File: config.mk
export PLATFORM = sky130hd
export DESIGN_NAME = mole_round_sequencer
export DESIGN_NICKNAME = d
export VERILOG_FILES = /design/src/rtl/mole_pkg.sv /design/src/rtl/mole_round_sequencer_lfsr16.sv /design/src/rtl/mole_round_sequencer.sv
export SDC_FILE = /design/constraint.sdc
export NUM_CORES = 1
export LEC_CHECK = 0
export ABC_CLOCK_PERIOD_IN_PS = 3900
export CAP_MARGIN = 25
export CORE_UTILIZATION = 62
export DETAILED_ROUTE_END_ITERATION = 10
export PLACE_DENSITY_LB_ADDON = 0.08
export SLEW_MARGIN = 20
export SYNTH_ARGS = -nofsm -noshare
export SYNTH_HDL_FRONTEND = slang
export SYNTH_SLANG_ARGS = --single-unit
File: constraint.sdc
create_clock -name clk -period 3.9 [get_ports clk]
set_clock_uncertainty 0.15 [all_clocks]
set_input_delay 0.78 -clock clk [delete_from_list [all_inputs] [get_ports clk]]
set_output_delay 0.78 -clock clk [all_outputs]
set_load 0.02 [all_outputs]
File: src/rtl/mole_pkg.sv
`default_nettype none
// ============================================================================
//  Module      : mole_pkg
//  Description : Shared types, constants and hole-pick helper for the
//                whack-a-mole round sequencer.
//  Revision    : 1.0 - initial release
// ============================================================================
package mole_pkg;

    typedef enum logic [2:0] {
        IDLE  = 3'd0,
        SPAWN = 3'd1,
        UP    = 3'd2,
        GAP   = 3'd3,
        DONE  = 3'd4
    } state_t;

    localparam int          NUM_HOLES = 9;
    localparam logic [15:0] LFSR_SEED = 16'hACE1;
    localparam logic [6:0]  SCORE_MAX = 7'd99;

    // Folds a 4-bit random value onto 0..8 and steps past the previous hole
    // so the same hole never pops twice in a row.
    function automatic logic [3:0] pick_hole(input logic [3:0] raw, input logic [3:0] prev);
        logic [3:0] idx;
        idx = (raw >= 4'(NUM_HOLES)) ? raw - 4'(NUM_HOLES) : raw;
        if (idx == prev) begin
            idx = (idx == 4'(NUM_HOLES - 1)) ? 4'd0 : idx + 4'd1;
        end
        return idx;
    endfunction

endpackage
`default_nettype wire

File: src/rtl/mole_round_sequencer_lfsr16.sv
`default_nettype none
// ============================================================================
//  Module      : lfsr16
//  Description : Free-running 16-bit Fibonacci LFSR, taps 16,14,13,11.
//  Revision    : 1.0 - initial release
// ============================================================================
module lfsr16
    import mole_pkg::*;
(
    input  logic        clk,
    input  logic        clr,
    output logic [15:0] q
);

    logic [15:0] r_q;

    always_ff @(posedge clk) begin
        if (clr) begin
            r_q <= LFSR_SEED;
        end else begin
            r_q <= {r_q[14:0], r_q[15] ^ r_q[13] ^ r_q[12] ^ r_q[10]};
        end
    end

    assign q = r_q;

endmodule
`default_nettype wire

File: src/rtl/mole_round_sequencer.sv
`default_nettype none
// ============================================================================
//  Module      : mole_round_sequencer
//  Description : Whack-a-mole round sequencer: mole scheduling, hit/miss
//                judging, scoring and the round countdown.
//  Revision    : 1.0 - initial release
// ============================================================================
module mole_round_sequencer
    import mole_pkg::*;
#(
    parameter int MS_CYCLES    = 100000,
    parameter int SEC_MS       = 1000,
    parameter int GAME_SECONDS = 30,
    parameter int GAP_MS       = 200,
    parameter int UP_MS0       = 1200,
    parameter int UP_MS1       = 900,
    parameter int UP_MS2       = 600,
    parameter int UP_MS3       = 400
) (
    input  logic       clk,
    input  logic       clr,
    input  logic       start,
    input  logic [1:0] difficulty,
    input  logic [8:0] tap,
    output logic [8:0] holes,
    output logic [6:0] score,
    output logic [4:0] time_left,
    output logic       busy,
    output logic       game_over,
    output logic       hit_pulse,
    output logic       miss_pulse
);

    localparam int c_PRE_W  = (MS_CYCLES > 1) ? $clog2(MS_CYCLES) : 1;
    localparam int c_SEC_W  = (SEC_MS > 1) ? $clog2(SEC_MS) : 1;
    localparam int c_M01    = (UP_MS0 > UP_MS1) ? UP_MS0 : UP_MS1;
    localparam int c_M23    = (UP_MS2 > UP_MS3) ? UP_MS2 : UP_MS3;
    localparam int c_MUP    = (c_M01 > c_M23) ? c_M01 : c_M23;
    localparam int c_MS_MAX = (c_MUP > GAP_MS) ? c_MUP : GAP_MS;
    localparam int c_MS_W   = $clog2(c_MS_MAX + 1);
    localparam logic [3:0] c_NO_HOLE = 4'hF;

    state_t              r_state, w_state_nxt;
    logic [8:0]          r_holes, w_holes_nxt;
    logic [6:0]          r_score, w_score_nxt;
    logic [4:0]          r_time_left, w_time_left_nxt;
    logic                r_game_over, w_game_over_nxt;
    logic                r_hit_pulse, w_hit_nxt;
    logic                r_miss_pulse, w_miss_nxt;
    logic                r_start_q;
    logic [8:0]          r_tap_q;
    logic [1:0]          r_diff, w_diff_nxt;
    logic [3:0]          r_idx, w_idx_nxt;
    logic [c_PRE_W-1:0]  r_pre, w_pre_nxt;
    logic [c_SEC_W-1:0]  r_sec, w_sec_nxt;
    logic [c_MS_W-1:0]   r_ms, w_ms_nxt;

    logic [15:0]         w_lfsr;
    logic                w_lfsr_unused;
    logic                w_start_edge;
    logic [8:0]          w_tap_edge;
    logic                w_run, w_ms_tick, w_sec_tick, w_expire;
    logic                w_hit, w_wrong;
    logic [3:0]          w_pick;
    logic [c_MS_W-1:0]   w_up_last;

    lfsr16 u_lfsr (
        .clk (clk),
        .clr (clr),
        .q   (w_lfsr)
    );

    assign w_lfsr_unused = ^w_lfsr[15:4];

    assign w_start_edge = start & ~r_start_q;
    assign w_tap_edge   = tap & ~r_tap_q;
    assign w_run        = (r_state == SPAWN) || (r_state == UP) || (r_state == GAP);
    assign w_ms_tick    = w_run && (r_pre == c_PRE_W'(MS_CYCLES - 1));
    assign w_sec_tick   = w_ms_tick && (r_sec == c_SEC_W'(SEC_MS - 1));
    assign w_expire     = w_sec_tick && (r_time_left == 5'd1);
    assign w_pick       = pick_hole(w_lfsr[3:0], r_idx);
    // In UP the hole register is exactly onehot(idx), so it doubles as the hit mask.
    assign w_hit        = (r_state == UP) && |(w_tap_edge & r_holes);
    assign w_wrong      = (r_state == UP) && |(w_tap_edge & ~r_holes);

    always_comb begin
        case (r_diff)
            2'd0:    w_up_last = c_MS_W'(UP_MS0 - 1);
            2'd1:    w_up_last = c_MS_W'(UP_MS1 - 1);
            2'd2:    w_up_last = c_MS_W'(UP_MS2 - 1);
            default: w_up_last = c_MS_W'(UP_MS3 - 1);
        endcase
    end

    always_comb begin
        w_state_nxt     = r_state;
        w_holes_nxt     = r_holes;
        w_score_nxt     = r_score;
        w_time_left_nxt = r_time_left;
        w_game_over_nxt = r_game_over;
        w_hit_nxt       = 1'b0;
        w_miss_nxt      = 1'b0;
        w_diff_nxt      = r_diff;
        w_idx_nxt       = r_idx;
        w_pre_nxt       = w_run ? (w_ms_tick ? '0 : r_pre + 1'b1) : r_pre;
        w_sec_nxt       = w_ms_tick ? (w_sec_tick ? '0 : r_sec + 1'b1) : r_sec;
        w_ms_nxt        = w_ms_tick ? r_ms + 1'b1 : r_ms;

        if (w_sec_tick) begin
            w_time_left_nxt = r_time_left - 5'd1;
        end

        case (r_state)
            IDLE, DONE: begin
                if (w_start_edge) begin
                    w_diff_nxt      = difficulty;
                    w_score_nxt     = '0;
                    w_time_left_nxt = 5'(GAME_SECONDS);
                    w_game_over_nxt = 1'b0;
                    w_holes_nxt     = '0;
                    w_pre_nxt       = '0;
                    w_sec_nxt       = '0;
                    w_ms_nxt        = '0;
                    w_state_nxt     = SPAWN;
                end
            end
            SPAWN: begin
                w_idx_nxt   = w_pick;
                w_holes_nxt = 9'b1 << w_pick;
                w_ms_nxt    = '0;
                w_state_nxt = UP;
            end
            UP: begin
                if (w_hit) begin
                    w_score_nxt = (r_score >= SCORE_MAX) ? SCORE_MAX : r_score + 7'd1;
                    w_hit_nxt   = 1'b1;
                    w_holes_nxt = '0;
                    w_ms_nxt    = '0;
                    w_state_nxt = GAP;
                end else begin
                    w_miss_nxt = w_wrong;
                    if (w_ms_tick && (r_ms == w_up_last)) begin
                        w_miss_nxt  = 1'b1;
                        w_holes_nxt = '0;
                        w_ms_nxt    = '0;
                        w_state_nxt = GAP;
                    end
                end
            end
            GAP: begin
                if (w_ms_tick && (r_ms == c_MS_W'(GAP_MS - 1))) begin
                    w_state_nxt = SPAWN;
                end
            end
            default: w_state_nxt = IDLE;
        endcase

        // Round expiry overrides the mole schedule but keeps any hit just scored.
        if (w_expire) begin
            w_state_nxt     = DONE;
            w_holes_nxt     = '0;
            w_game_over_nxt = 1'b1;
        end
    end

    always_ff @(posedge clk) begin
        if (clr) begin
            r_state      <= IDLE;
            r_holes      <= '0;
            r_score      <= '0;
            r_time_left  <= 5'(GAME_SECONDS);
            r_game_over  <= 1'b0;
            r_hit_pulse  <= 1'b0;
            r_miss_pulse <= 1'b0;
            r_start_q    <= 1'b0;
            r_tap_q      <= '0;
            r_diff       <= '0;
            r_idx        <= c_NO_HOLE;
            r_pre        <= '0;
            r_sec        <= '0;
            r_ms         <= '0;
        end else begin
            r_state      <= w_state_nxt;
            r_holes      <= w_holes_nxt;
            r_score      <= w_score_nxt;
            r_time_left  <= w_time_left_nxt;
            r_game_over  <= w_game_over_nxt;
            r_hit_pulse  <= w_hit_nxt;
            r_miss_pulse <= w_miss_nxt;
            r_start_q    <= start;
            r_tap_q      <= tap;
            r_diff       <= w_diff_nxt;
            r_idx        <= w_idx_nxt;
            r_pre        <= w_pre_nxt;
            r_sec        <= w_sec_nxt;
            r_ms         <= w_ms_nxt;
        end
    end

    assign holes      = r_holes;
    assign score      = r_score;
    assign time_left  = r_time_left;
    assign busy       = w_run;
    assign game_over  = r_game_over;
    assign hit_pulse  = r_hit_pulse;
    assign miss_pulse = r_miss_pulse;

endmodule
`default_nettype wire

==> impl_metrics.json <==
{
  "drv_slew": 0,
  "timing.max_slew.rel_slack": 0.583,
  "syn-num-nets": 557,
  "synth_cells": 532,
  "synthesis.area_mm2": 0.00471,
  "final_nets": 592,
  "topRoutingLayerUsed": "met4",
  "setup_viol": 0,
  "worst_pin_slew_ns": 0.610,
  "routed_wl_per_cell_um": 14.5,
  "grt_pass1_wl_um": 16000,
  "power_per_cell_area_mw_per_mm2": 392,
  "drt-vias-per-instance": 5.79,
  "sequential_element_share_of_the_synthesized_area": 0.412,
  "leakagePower_uw": 0.00198,
  "synth_ff_type": "sky130_fd_sc_hd__dfxtp_1",
  "timing.critical_path.fanout_max": 7,
  "antenna_found_initial": 0,
  "hold_class": "reg -> reg",
  "worstPathCellList": "inv_1 > ha_1 > nand2_1 > mux2_2 > xnor2_1 > nand3_1 > o211a_1 > a31o_2 > a32o_1",
  "fin_area_mm2": 0.00539,
  "route.met2.wl_um": 4470,
  "cap_viol_max_count": 0,
  "num_antenna_cells": 0,
  "cts.root.buffer_cell": "sky130_fd_sc_hd__clkbuf_8",
  "vdd_drop_max_mv": 0.276,
  "final.hold.worst_slack_ns": 0.265,
  "yosysWarningCount": 0,
  "wirelength_met1_um": 4770,
  "timing.final.crit_period_ns": 3.01,
  "count_of_routing_violations_after_the_opening_detailed_route_iteration": 183,
  "post_cts_buffers": 0,
  "post-route-drc-count": 0,
  "detailedPlacementHpwl_um": 7200,
  "max-clock-path-buffers": 2,
  "synth.ff_latch_count": 97,
  "synthArstFlopShare": 0,
  "met3_wl_post_dr_um": 338,
  "cts-resized-gates": 0,
  "placedInstanceArea_mm2": 0.00516,
  "final_layout_size_suffix_gt1_frac": 0.0997,
  "htreeDepth": 3,
  "floorplan.die_area_mm2": 0.00795,
  "cts_tree": "done",
  "dp.cells": 655,
  "cp_slowest_stage_delay_ns": 0.45,
  "grt_util_all_layers": 0.261,
  "cts.sink_count": 97,
  "cts-buffers-inserted": 9,
  "maximum_achievable_frequency_mhz": 332,
  "via_count": 3884,
  "floorplan.core_area_mm2": 0.00729,
  "cp_data_required_time_ns": 4.01,
  "area.growth.synth_to_final_pct": 14.3,
  "rsz0062_at_grt": "no",
  "grt_overflow": 0,
  "worstPathArrival_ns": 3.13,
  "firstDrtPassIters": 4,
  "tns_ns": 0,
  "cp_slowest_cell": "sky130_fd_sc_hd__dfxtp_1",
  "worst_skew_pair.late_latency_ns": 0.36,
  "synth-edff-count": 0,
  "die_height_um": 89.2,
  "num_rows": 31,
  "synth.lib_cells_used.distinct": 72,
  "ios": 39,
  "crit_type": "reg -> reg",
  "stdcell_count": 671,
  "timing.final.crit_share": 0.773,
  "clock_transition_at_path_regs_ns": 0.10,
  "run_status": "complete, no violations",
  "initial_utilization": 0.646,
  "detail_route.wirelength_um": 9760,
  "postSynthAreaPerCell_um2": 8.85,
  "final_weighted_congestion_in_routability_driven_placement": 0.877,
  "fin_total_pwr_uw": 2110,
  "antenna_left": 0,
  "grt_start_max_net_pins": 29,
  "fp.dieW_um": 89.2,
  "numPortBuffers": 38,
  "first_global_vias": 3530,
  "hold_buffers": 0,
  "final_hold_fails": 0,
  "crit_path_start_kind": "flip-flop",
  "timing.critical_path.to_type": "flip-flop"
}
==> worst max-delay path: cells and delay by family (launching register included) <==
kind,cells,cell delay (ns)
compound gates,3,0.77
xor+xnor,1,0.40
fa+ha+maj,1,0.26
buf+inv,1,0.11
flops,1,0.45
mux,1,0.43
simple gates,2,0.35
==> worst paths after layout <==
| check | start | to | slack (ns) | cells after the start |
|---|---|---|---|---|
| worst max-delay path | u_lfsr.q[0] | holes[8] | 0.89 | 9 |
| worst min-delay path | u_lfsr.q[9] | u_lfsr.q[10] | 0.27 | 1 |
| worst max register to register | u_lfsr.q[0] | holes[8] | 0.89 | 9 |
| worst min register to register | u_lfsr.q[9] | u_lfsr.q[10] | 0.27 | 1 |
==> cells by family (layout without fill, tap and decap cells) <==
| logic type | Yosys count | after routing | share of synthesized area |
|---|---|---|---|
| DFF | 97 | 97 | 0.412 |
| xor gates and xnor gates | 41 | 41 | 0.0802 |
| adders and majority gates | 11 | 11 | 0.0292 |
| and+or+nand+nor | 265 | 265 | 0.315 |
| AOI/OAI and AO/OA | 78 | 78 | 0.119 |
| muxes | 6 | 6 | 0.0135 |
| buffers and inverters | 34 | 74 | 0.0306 |
==> where the power goes <==
group          internal [uW]  leakage (uW)  switching, uW  total, uW
Combinational            131       0.00108            180        311
Clock                    385      0.000112            351        736
Sequential              1030      0.000790           38.7       1060
==> Yosys cell counts (all sizes together), types with 3 or more instances <==
cell | n | area share
and3 | 14 | 0.020
xnor2 | 19 | 0.039
xor2 | 22 | 0.041
o21a | 4 | 0.0064
nor2b | 21 | 0.028
nor3b | 10 | 0.016
nor4 | 9 | 0.016
mux2 | 3 | 0.0072
a32o | 8 | 0.017
or3 | 10 | 0.013
nand4 | 10 | 0.016
inv | 17 | 0.014
or4 | 5 | 0.0096
nand4b | 4 | 0.0074
nor3 | 10 | 0.013
or2 | 11 | 0.015
mux2i | 3 | 0.0064
or3b | 3 | 0.0061
nand3 | 22 | 0.023
clkbuf | 10 | 0.0080
or4b | 3 | 0.0064
a21oi | 25 | 0.027
o21ai | 16 | 0.018
ha | 11 | 0.029
nand2 | 48 | 0.038
nor2 | 65 | 0.052
dfxtp | 97 | 0.41
nand3b | 10 | 0.016
and2 | 3 | 0.0040
buf | 7 | 0.0090
==> cells in the final DEF (no fill, tap or decap), types with 4 or more instances in the layout <==
cell type	n
sky130_fd_sc_hd__xnor2_1	18
sky130_fd_sc_hd__a32o_1	8
sky130_fd_sc_hd__nand3_1	22
sky130_fd_sc_hd__nor4_1	7
sky130_fd_sc_hd__nand3b_1	10
sky130_fd_sc_hd__a21oi_1	25
sky130_fd_sc_hd__clkbuf_8	10
sky130_fd_sc_hd__or3_1	10
sky130_fd_sc_hd__o21a_1	4
sky130_fd_sc_hd__nand4b_1	4
sky130_fd_sc_hd__nor3b_1	10
sky130_fd_sc_hd__or2_2	10
sky130_fd_sc_hd__inv_1	17
sky130_fd_sc_hd__o21ai_0	14
sky130_fd_sc_hd__and3_1	12
sky130_fd_sc_hd__nor2_1	64
sky130_fd_sc_hd__dfxtp_1	97
sky130_fd_sc_hd__nor2b_1	21
sky130_fd_sc_hd__nand2_1	48
sky130_fd_sc_hd__clkdlybuf4s50_1	38
sky130_fd_sc_hd__ha_1	11
sky130_fd_sc_hd__nor3_1	9
sky130_fd_sc_hd__xor2_1	22
sky130_fd_sc_hd__nand4_1	9
==> final cells by class <==
class	count	area, um^2
repair buffers	41	403
fillers	556	1910
well taps	99	124
clock buffers	11	141
multi-input cells	401	2620
flip-flops and latches	97	1940
clock inverters	5	87.6
inverters	17	63.8
==> registers in the layout, summed over array words and instances, names as in the netlist <==
name        flops
game_over       1
hit_pulse       1
holes           9
miss_pulse      1
r_diff          2
r_idx           4
r_ms           11
r_pre          17
r_sec          10
r_start_q       1
r_state         3
r_tap_q         9
score           7
time_left       5
u_lfsr.q       16
==> layer usage <==
| layer | global-route usage | vias up |
|---|---|---|
| li1 | - | 1954 |
| met3 | 0.0416 | 13 |
| met2 | 0.419 | 72 |
| met4 | 0.102 | 0 |
| met5 | 0 | - |
| met1 | 0.353 | 1845 |
==> metrics by stage <==
step                       util  worst slack, ns
after CTS                 0.739            0.898
after detailed placement  0.707            0.860
after global routing      0.739            0.733
final                     0.739            0.885
after global placement    0.707            0.940
after floorplan               -             1.23
(Power assumes the default switching activity.)
